<file path="config.mk">
export PLATFORM = sky130hd
export DESIGN_NAME = flag_ctrl_flat
export DESIGN_NICKNAME = d
export VERILOG_FILES = /design/src/rtl/flag_ctrl_pkg.sv /design/src/rtl/flag_ctrl_if.sv /design/src/rtl/flag_ctrl_stack.sv /design/src/rtl/flag_ctrl.sv /design/src/flat_wrapper.sv
export SDC_FILE = /design/constraint.sdc
export NUM_CORES = 1
export LEC_CHECK = 0
export CAP_MARGIN = 30
export CORE_MARGIN = 10
export CORE_UTILIZATION = 44
export CTS_CLUSTER_SIZE = 12
export DETAILED_ROUTE_END_ITERATION = 8
export GPL_TIMING_DRIVEN = 0
export PLACE_DENSITY = 0.79
export REMOVE_ABC_BUFFERS = 1
export SLEW_MARGIN = 20
export SYNTH_ARGS = -nofsm -noshare
export SYNTH_HDL_FRONTEND = slang
export SYNTH_SLANG_ARGS = --single-unit
export TNS_END_PERCENT = 10
</file>
<file path="constraint.sdc">
create_clock -name clk -period 1.8 [get_ports clk]
set_input_delay 0.54 -clock clk [delete_from_list [all_inputs] [get_ports clk]]
set_output_delay 0.54 -clock clk [all_outputs]
set_load 0.03 [all_outputs]
</file>
<file path="src/rtl/flag_ctrl_pkg.sv">
// Shared flag-controller definitions: flag bit order {cf,sf,zf}, flag-op and
// condition-code encodings, and the branch condition evaluator.
package flag_ctrl_pkg;

  typedef logic [2:0] flags_t;

  localparam int FLAG_CF = 2;
  localparam int FLAG_SF = 1;
  localparam int FLAG_ZF = 0;

  typedef enum logic [1:0] {
    FOP_NOP = 2'b00,
    FOP_SET = 2'b01,
    FOP_CLR = 2'b10,
    FOP_CPL = 2'b11
  } fop_e;

  typedef enum logic [2:0] {
    CC_AL = 3'd0,
    CC_EQ = 3'd1,
    CC_NE = 3'd2,
    CC_CS = 3'd3,
    CC_CC = 3'd4,
    CC_MI = 3'd5,
    CC_PL = 3'd6,
    CC_NV = 3'd7
  } cc_e;

  function automatic logic cond_eval(flags_t f, logic [2:0] code);
    logic res;
    case (cc_e'(code))
      CC_AL:   res = 1'b1;
      CC_EQ:   res = f[FLAG_ZF];
      CC_NE:   res = ~f[FLAG_ZF];
      CC_CS:   res = f[FLAG_CF];
      CC_CC:   res = ~f[FLAG_CF];
      CC_MI:   res = f[FLAG_SF];
      CC_PL:   res = ~f[FLAG_SF];
      default: res = 1'b0;
    endcase
    return res;
  endfunction

endpackage

</file>
<file path="src/rtl/flag_ctrl_if.sv">
// Flag controller request/status bundle; master drives requests, slave owns flags.
interface flag_ctrl_if;

  logic       alu_we;
  logic [2:0] alu_mask;
  logic       alu_cf;
  logic       alu_sf;
  logic       alu_zf;
  logic       fop_valid;
  logic [1:0] fop_code;
  logic [2:0] fop_mask;
  logic       push;
  logic       pop;
  logic       cond_valid;
  logic [2:0] cond_code;
  logic       cf_out;
  logic       sf_out;
  logic       zf_out;
  logic       cond_done;
  logic       cond_true;
  logic       stack_empty;
  logic       stack_full;
  logic       err;

  modport master (
    output alu_we, alu_mask, alu_cf, alu_sf, alu_zf,
    output fop_valid, fop_code, fop_mask,
    output push, pop, cond_valid, cond_code,
    input  cf_out, sf_out, zf_out, cond_done, cond_true,
    input  stack_empty, stack_full, err
  );

  modport slave (
    input  alu_we, alu_mask, alu_cf, alu_sf, alu_zf,
    input  fop_valid, fop_code, fop_mask,
    input  push, pop, cond_valid, cond_code,
    output cf_out, sf_out, zf_out, cond_done, cond_true,
    output stack_empty, stack_full, err
  );

endinterface

</file>
<file path="src/rtl/flag_ctrl_stack.sv">
// LIFO of saved flag contexts for interrupt entry/exit. Simultaneous push+pop,
// push when full and pop when empty are all rejected and reported via err_o.
module flag_ctrl_stack
  import flag_ctrl_pkg::*;
#(
  parameter int DEPTH = 4,
  parameter int PTR_W = 2
) (
  input  logic   clk,
  input  logic   rst,
  input  logic   push_i,
  input  logic   pop_i,
  input  flags_t wdat_i,
  output flags_t rdat_o,
  output logic   pop_ok_o,
  output logic   empty_o,
  output logic   full_o,
  output logic   err_o
);

  flags_t         mem_q [DEPTH];
  logic [PTR_W:0] ptr_q;
  logic [PTR_W:0] ptr_d;
  logic           push_ok;

  assign empty_o  = (ptr_q == '0);
  assign full_o   = (ptr_q == (PTR_W+1)'(DEPTH));
  assign push_ok  = push_i & ~pop_i & ~full_o;
  assign pop_ok_o = pop_i & ~push_i & ~empty_o;
  assign err_o    = (push_i & pop_i) | (push_i & full_o) | (pop_i & empty_o);
  assign rdat_o   = mem_q[PTR_W'(ptr_q - 1'b1)];

  always_comb begin
    ptr_d = ptr_q;
    if (push_ok) begin
      ptr_d = ptr_q + 1'b1;
    end else if (pop_ok_o) begin
      ptr_d = ptr_q - 1'b1;
    end
  end

  always_ff @(posedge clk) begin
    if (rst) begin
      ptr_q <= '0;
    end else begin
      ptr_q <= ptr_d;
    end
  end

  // Storage needs no reset: an entry is only ever read after it was pushed.
  always_ff @(posedge clk) begin
    if (push_ok) begin
      mem_q[ptr_q[PTR_W-1:0]] <= wdat_i;
    end
  end

endmodule

</file>
<file path="src/rtl/flag_ctrl.sv">
// Owns cf/sf/zf: arbitrates stack restore > ALU > flag op, saves contexts on
// push, and evaluates branch conditions on pre-edge flags with a one-cycle pulse.
module flag_ctrl
  import flag_ctrl_pkg::*;
#(
  parameter int STACK_DEPTH = 4,
  parameter int PTR_W       = 2
) (
  input  logic         clk,
  input  logic         rst,
  flag_ctrl_if.slave   bus
);

  flags_t flags_q, flags_d;
  flags_t stk_rdat;
  flags_t alu_vec;
  logic   stk_pop_ok;
  logic   stk_err;
  logic   err_q, err_d;
  logic   cond_done_q, cond_done_d;
  logic   cond_true_q, cond_true_d;

  flag_ctrl_stack #(
    .DEPTH (STACK_DEPTH),
    .PTR_W (PTR_W)
  ) u_stack (
    .clk      (clk),
    .rst      (rst),
    .push_i   (bus.push),
    .pop_i    (bus.pop),
    .wdat_i   (flags_q),
    .rdat_o   (stk_rdat),
    .pop_ok_o (stk_pop_ok),
    .empty_o  (bus.stack_empty),
    .full_o   (bus.stack_full),
    .err_o    (stk_err)
  );

  assign alu_vec = {bus.alu_cf, bus.alu_sf, bus.alu_zf};

  // Only the winning source touches the flags; losers are dropped entirely.
  always_comb begin
    flags_d = flags_q;
    if (stk_pop_ok) begin
      flags_d = stk_rdat;
    end else if (bus.alu_we) begin
      flags_d = (flags_q & ~bus.alu_mask) | (alu_vec & bus.alu_mask);
    end else if (bus.fop_valid) begin
      case (fop_e'(bus.fop_code))
        FOP_SET: flags_d = flags_q | bus.fop_mask;
        FOP_CLR: flags_d = flags_q & ~bus.fop_mask;
        FOP_CPL: flags_d = flags_q ^ bus.fop_mask;
        default: flags_d = flags_q;
      endcase
    end
  end

  always_comb begin
    err_d       = err_q | stk_err;
    cond_done_d = bus.cond_valid;
    cond_true_d = bus.cond_valid ? cond_eval(flags_q, bus.cond_code) : cond_true_q;
  end

  always_ff @(posedge clk) begin
    if (rst) begin
      flags_q     <= '0;
      err_q       <= 1'b0;
      cond_done_q <= 1'b0;
      cond_true_q <= 1'b0;
    end else begin
      flags_q     <= flags_d;
      err_q       <= err_d;
      cond_done_q <= cond_done_d;
      cond_true_q <= cond_true_d;
    end
  end

  assign bus.cf_out    = flags_q[FLAG_CF];
  assign bus.sf_out    = flags_q[FLAG_SF];
  assign bus.zf_out    = flags_q[FLAG_ZF];
  assign bus.err       = err_q;
  assign bus.cond_done = cond_done_q;
  assign bus.cond_true = cond_true_q;

endmodule

</file>
<file path="src/flat_wrapper.sv">
// flat-port wrapper written by rule: the top's interface ports become plain ports
module flag_ctrl_flat import flag_ctrl_pkg::*;
#(
  parameter int STACK_DEPTH = 4,
  parameter int PTR_W       = 2
)
  (clk, rst, bus_alu_we, bus_alu_mask, bus_alu_cf, bus_alu_sf, bus_alu_zf, bus_fop_valid, bus_fop_code, bus_fop_mask, bus_push, bus_pop, bus_cond_valid, bus_cond_code, bus_cf_out, bus_sf_out, bus_zf_out, bus_cond_done, bus_cond_true, bus_stack_empty, bus_stack_full, bus_err);
  flag_ctrl_if bus_i ();
  input  logic clk;
  input  logic rst;
  input wire logic [$bits(bus_i.alu_we)-1:0] bus_alu_we;
  input wire logic [$bits(bus_i.alu_mask)-1:0] bus_alu_mask;
  input wire logic [$bits(bus_i.alu_cf)-1:0] bus_alu_cf;
  input wire logic [$bits(bus_i.alu_sf)-1:0] bus_alu_sf;
  input wire logic [$bits(bus_i.alu_zf)-1:0] bus_alu_zf;
  input wire logic [$bits(bus_i.fop_valid)-1:0] bus_fop_valid;
  input wire logic [$bits(bus_i.fop_code)-1:0] bus_fop_code;
  input wire logic [$bits(bus_i.fop_mask)-1:0] bus_fop_mask;
  input wire logic [$bits(bus_i.push)-1:0] bus_push;
  input wire logic [$bits(bus_i.pop)-1:0] bus_pop;
  input wire logic [$bits(bus_i.cond_valid)-1:0] bus_cond_valid;
  input wire logic [$bits(bus_i.cond_code)-1:0] bus_cond_code;
  output wire logic [$bits(bus_i.cf_out)-1:0] bus_cf_out;
  output wire logic [$bits(bus_i.sf_out)-1:0] bus_sf_out;
  output wire logic [$bits(bus_i.zf_out)-1:0] bus_zf_out;
  output wire logic [$bits(bus_i.cond_done)-1:0] bus_cond_done;
  output wire logic [$bits(bus_i.cond_true)-1:0] bus_cond_true;
  output wire logic [$bits(bus_i.stack_empty)-1:0] bus_stack_empty;
  output wire logic [$bits(bus_i.stack_full)-1:0] bus_stack_full;
  output wire logic [$bits(bus_i.err)-1:0] bus_err;
  assign bus_i.alu_we = bus_alu_we;
  assign bus_i.alu_mask = bus_alu_mask;
  assign bus_i.alu_cf = bus_alu_cf;
  assign bus_i.alu_sf = bus_alu_sf;
  assign bus_i.alu_zf = bus_alu_zf;
  assign bus_i.fop_valid = bus_fop_valid;
  assign bus_i.fop_code = bus_fop_code;
  assign bus_i.fop_mask = bus_fop_mask;
  assign bus_i.push = bus_push;
  assign bus_i.pop = bus_pop;
  assign bus_i.cond_valid = bus_cond_valid;
  assign bus_i.cond_code = bus_cond_code;
  assign bus_cf_out = bus_i.cf_out;
  assign bus_sf_out = bus_i.sf_out;
  assign bus_zf_out = bus_i.zf_out;
  assign bus_cond_done = bus_i.cond_done;
  assign bus_cond_true = bus_i.cond_true;
  assign bus_stack_empty = bus_i.stack_empty;
  assign bus_stack_full = bus_i.stack_full;
  assign bus_err = bus_i.err;
  flag_ctrl #(.STACK_DEPTH(STACK_DEPTH), .PTR_W(PTR_W)) u_core (.clk(clk), .rst(rst), .bus(bus_i));
endmodule
</file>
* After elaboration in Yosys (flattened, before gate mapping)
Memories as Yosys holds them, arrays and structs flattened.
Cells that the tools add are included.
** Word-level totals
- Register bits :: 9
- Bits in writable memories :: 12
- Output and inout port bits :: 8
- Memories kept :: 1
** Cells by class
- Add/subtract/negate cells :: 2
- Eq/ne operators :: 10
- Muxes and demuxes :: 9
- Bitwise gates (word level) :: 25
- Reductions and logical operators :: 6
** Memories
- u_core.u_stack.mem_q :: depth 4, width 3, rd ports 1, clocked after Yosys merged registers in 0, wr ports 1, line flag_ctrl_stack.sv:21 : flags_t mem_q [DEPTH];
** Operator list (number)
- $mux 3 :: 5
- $eq 3x3->1 const B :: 4
- $and 3x3->3 :: 3
- $pmux 3 s3 :: 1
- $and 1x1->1 :: 7
- $not 1->1 :: 7
- $pmux 1 s7 :: 1
- $eq 3x2->1 const B :: 2
- $logic_not 3->1 :: 2
- $not 3->3 :: 2
- $or 3x3->3 :: 2
- $reduce_bool 5->1 :: 1
- $eq 2x2->1 const B :: 2
- $add 3x1->3 const B :: 1
- $eq 3x1->1 const B :: 1
- $or 1x1->1 :: 3
- $reduce_bool 3->1 :: 1
- $sub 3x1->3 const B :: 1
- $xor 3x3->3 :: 1
- $eq 2x1->1 const B :: 1
- $mux 1 :: 2
- $reduce_and 2->1 :: 1
- $reduce_bool 2->1 :: 1

* Logic depth before layout (Yosys ltp)
- Depth in word-level cells :: 6
- Gate-level depth with buffers :: 9
- Gate-level depth less buffers :: 8

* By module
A second synthesis with hierarchy kept.
** Second synthesis, totals
- Cell total of the unflattened synthesis :: 113
- Area, all modules :: 1291.2 um^2
** By module, submodules not included
- flag_ctrl_stack :: times used 1, cells each 50, area each 743.2 um^2
- flag_ctrl :: times used 1, cells each 63, area each 548.0 um^2

* Worst setup path before layout
No wires, ideal clock.
- Path type :: register to register
- From :: register u_core.u_stack.ptr_q[0]
- To :: register u_core.u_stack.ptr_q[0]
- Library setup time :: 0.126 ns
- Arrival time :: 1.781 ns
- Required time :: 1.674 ns
- Slack :: -0.107 ns
- Stages on the path, launching flop included :: 10
- Cells stage by stage :: dfxtp_1 -> inv_1 -> ha_1 -> ha_1 -> nor2_1 -> and2_0 -> clkbuf_2 -> nor2_1 -> xnor2_1 -> nor2_1
** Between the ends
- Longest elaborated chain between the ends :: 4
- Elaborated cells on any way between the ends :: 11
- Classes of those cells :: add/sub: 2; eq/ne: 1; mux: 2; bitwise: 4; reduce/logical: 2
** RTL lines
- start, declared :: line flag_ctrl_stack.sv:22 : logic [PTR_W:0] ptr_q;
- start signal, assigned :: line flag_ctrl_stack.sv:46 : ptr_q <= ptr_d;
- $logic_not 3->1 :: line flag_ctrl_stack.sv:26 : assign empty_o = (ptr_q == '0);
- net bus_stack_empty :: line flat_wrapper.sv:28 : output wire logic [$bits(bus_i.stack_empty)-1:0] bus_stack_empty;
- $not 1->1 :: line flag_ctrl_stack.sv:29 : assign pop_ok_o = pop_i & ~push_i & ~empty_o;
- $and 1x1->1 :: line flag_ctrl_stack.sv:29
- $reduce_bool 2->1 (no source line)
The timed path passes the listed nets, and every way through them passes these cells. The select of a mux whose other input is x is not followed.
A chain may end at the register's enable or synchronous reset.

* Final worst setup path
- From :: register u_core.u_stack.ptr_q[0]
- To :: output port bus_stack_empty
** Between the ends
- Longest elaborated chain between the ends :: 1
** RTL lines (line)
- $logic_not 3->1 :: flag_ctrl_stack.sv:26
- end, declared :: flat_wrapper.sv:28
Every way passes these cells.

==> run metrics <==
commonest non-fill, non-tap cell in the layout=clkdlybuf4s50_1; Filler cells=204; chip height=72.4 um; Final period util=0.991; register area share after synthesis=0.447; final wirelength=2.63 mm; Antenna Nets Post-Route=0; clock sink count=21; Max Root-Sink Buffers=2; DR vias/cell=5.46; Max Clock Freq=0.560 GHz; Max Fanout on Critical Path=4; Yosys reg bits=21; drt pass-1 iters=4; Multi-input gate area=627 um2; Setup crit end kind=output port; layout cell share with drive strength beyond 1=0.186; Worst setup SP type=flip-flop; slowest CP cell=dfxtp_4; Yosys Warn Count=0; Core Region=2540 um2; initial antenna violation count=0; crit path cell chain=inv_2 > ha_1 > ha_2 > buf_6; Clock Skews=0.00225 ns; pwr/cell area=775 nW/um2; Mean Syn Cell Area=11.2 um2; via count=929; pin count of the biggest net entering global routing=13; port bufs=28; global-route wire length before repair=4.21 mm; Synth top area share=0.298; Required @ worst endpoint=1.26 ns; CTS tree=yes; Cell Rows=18; synth-to-layout area growth=30.0%; most frequent cells in the layout=clkdlybuf4s50_1, ha_1, edfxtp_1; Rel. slew slack=0.786; I/O Pins=29; n_diodes=0; DRT iter0 DRCs=26; Yosys cell types=28; Synth area leader=edfxtp_1; Final Total Pwr=1.22 mW; FF/Latch Area=548 um2; Final TNS setup=0 ns; Setup CP Type=reg2out; Final Slew Violations=0; leakage=0.645 nW; Die Area=5240 um2; Routed wire per std cell=15.4 um; Total Routing Usage GR=0.0996; status=finished clean; Worst Hold Class=reg2reg; Synth Instances=108; Hold Violations, Final=0; WP data arrival=1.24 ns; Chip Width=72.4 um; initial core utilization=0.475; total grt overflow=0; DRC=0; Slew @ Worst Pin=0.317 ns; clk root buf=clkbuf_4; RSZ-0062 raised after global routing=yes; Clock Latency Late Sink=0.29 ns; Min Hold Slack=0.479 ns; Tmin final=1.78 ns; Max Cap Viol=0; CTS H-tree depth=1; RePlAce Congestion=0.786; Clk pin slew, worst setup/hold paths=0.11 ns; Mapped Area=1210 um2; VDD IR max=0.000506 V; Final setup viols=0; Critical Path Max Stage Delay=0.37 ns; CTS Buf Count=3; vias in the first global route=962; Final nets=176; DP Wirelength=2.13 mm; dominant cells by area after synthesis=edfxtp_1, dfxtp_1, ha_1
## through the flow
stage                     area, um2   util  setup WS [ns]  cells
after floorplan                1200      -         -0.115    106
final                          1570  0.618         0.0156    170
after global placement         1520  0.596         -0.455    164
after CTS                      1560  0.614         -0.208    170
after global routing           1570  0.618        -0.0392    170
after detailed placement       1520  0.596         -0.520    164
## final timing paths
check,startpoint,endpoint,slack [ns],depth (start not counted)
worst max-delay path,u_core.u_stack.ptr_q[0]$_SDFFE_PP0P_,bus_stack_empty,0.02,4
worst min-delay path,u_core.bus.err$_SDFF_PP0_,u_core.bus.err$_SDFF_PP0_,0.48,2
worst max register to register,u_core.u_stack.ptr_q[0]$_SDFFE_PP0P_,u_core.u_stack.ptr_q[0]$_SDFFE_PP0P_,0.13,8
worst min register to register,u_core.bus.err$_SDFF_PP0_,u_core.bus.err$_SDFF_PP0_,0.48,2
## logic make-up (layout without fill, tap and decap cells)
| kind of cell | Yosys count | count (layout) | share of synthesized area |
|---|---|---|---|
| flip-flops | 21 | 21 | 0.447 |
| AND/OR/NAND/NOR | 35 | 35 | 0.177 |
| XOR/XNOR | 1 | 1 | 0.00725 |
| adder cells (fa/ha/maj) | 14 | 14 | 0.145 |
| AO/OA/AOI/OAI | 22 | 22 | 0.129 |
| buffers and inverters | 12 | 44 | 0.0383 |
| multiplexers | 3 | 3 | 0.0559 |
## per-layer routing
| layer | wire, um | GRT usage | share of wire |
|---|---|---|---|
| met5 | 0 | 0 | 0 |
| met4 | 69 | 0.0570 | 0.026 |
| met3 | 146 | 0.0272 | 0.056 |
| met2 | 1360 | 0.182 | 0.52 |
| met1 | 1050 | 0.0986 | 0.40 |
## critical path: cells and delay by family, from the launching register on
kind	cells	cell delay, ns
fa+ha+maj	2	0.40
flops	1	0.37
buf+inv	2	0.18
## final cells by class
cell class / instances / area share
Inverter: 10 / 0.0239
Timing Repair Buffer: 30 / 0.187
Clock inverter: 1 / 0.00318
Clock buffer: 3 / 0.0143
Tap cell: 30 / 0.0239
Multi-Input combinational cell: 75 / 0.399
Sequential cell: 21 / 0.349
## report_power, final
part / switching (mW) / total, mW / internal (mW)
clock network: 0.129 / 0.212 / 0.0825
logic: 0.213 / 0.410 / 0.197
registers: 0.0384 / 0.595 / 0.557
total: 0.380 / 1.22 / 0.837
## repair_timing
item | 4_1_cts | 5_1_grt
pin swaps | 0 | 3
hold buffers | 0 | 0
endpoints found under the setup margin | 26 | 9
buffers inserted | 2 | 0
resized for setup | 26 | 11
## synthesized netlist by cell type (all sizes together)
cell type and number:
clkbuf 2, a21oi 8, nand2 10, o311a 1, nor3 1, inv 10, dfxtp 9, a211o 1
a22oi 3, nor2b 2, mux4 3, xnor2 1, nor2 9, and2 6, ha 14, edfxtp 12
or3b 3, and3b 1, nor3b 3, o311ai 4, o21ai 1, o2111ai 3, a311oi 1
No activity file was read; power rests on OpenSTA's default activity.
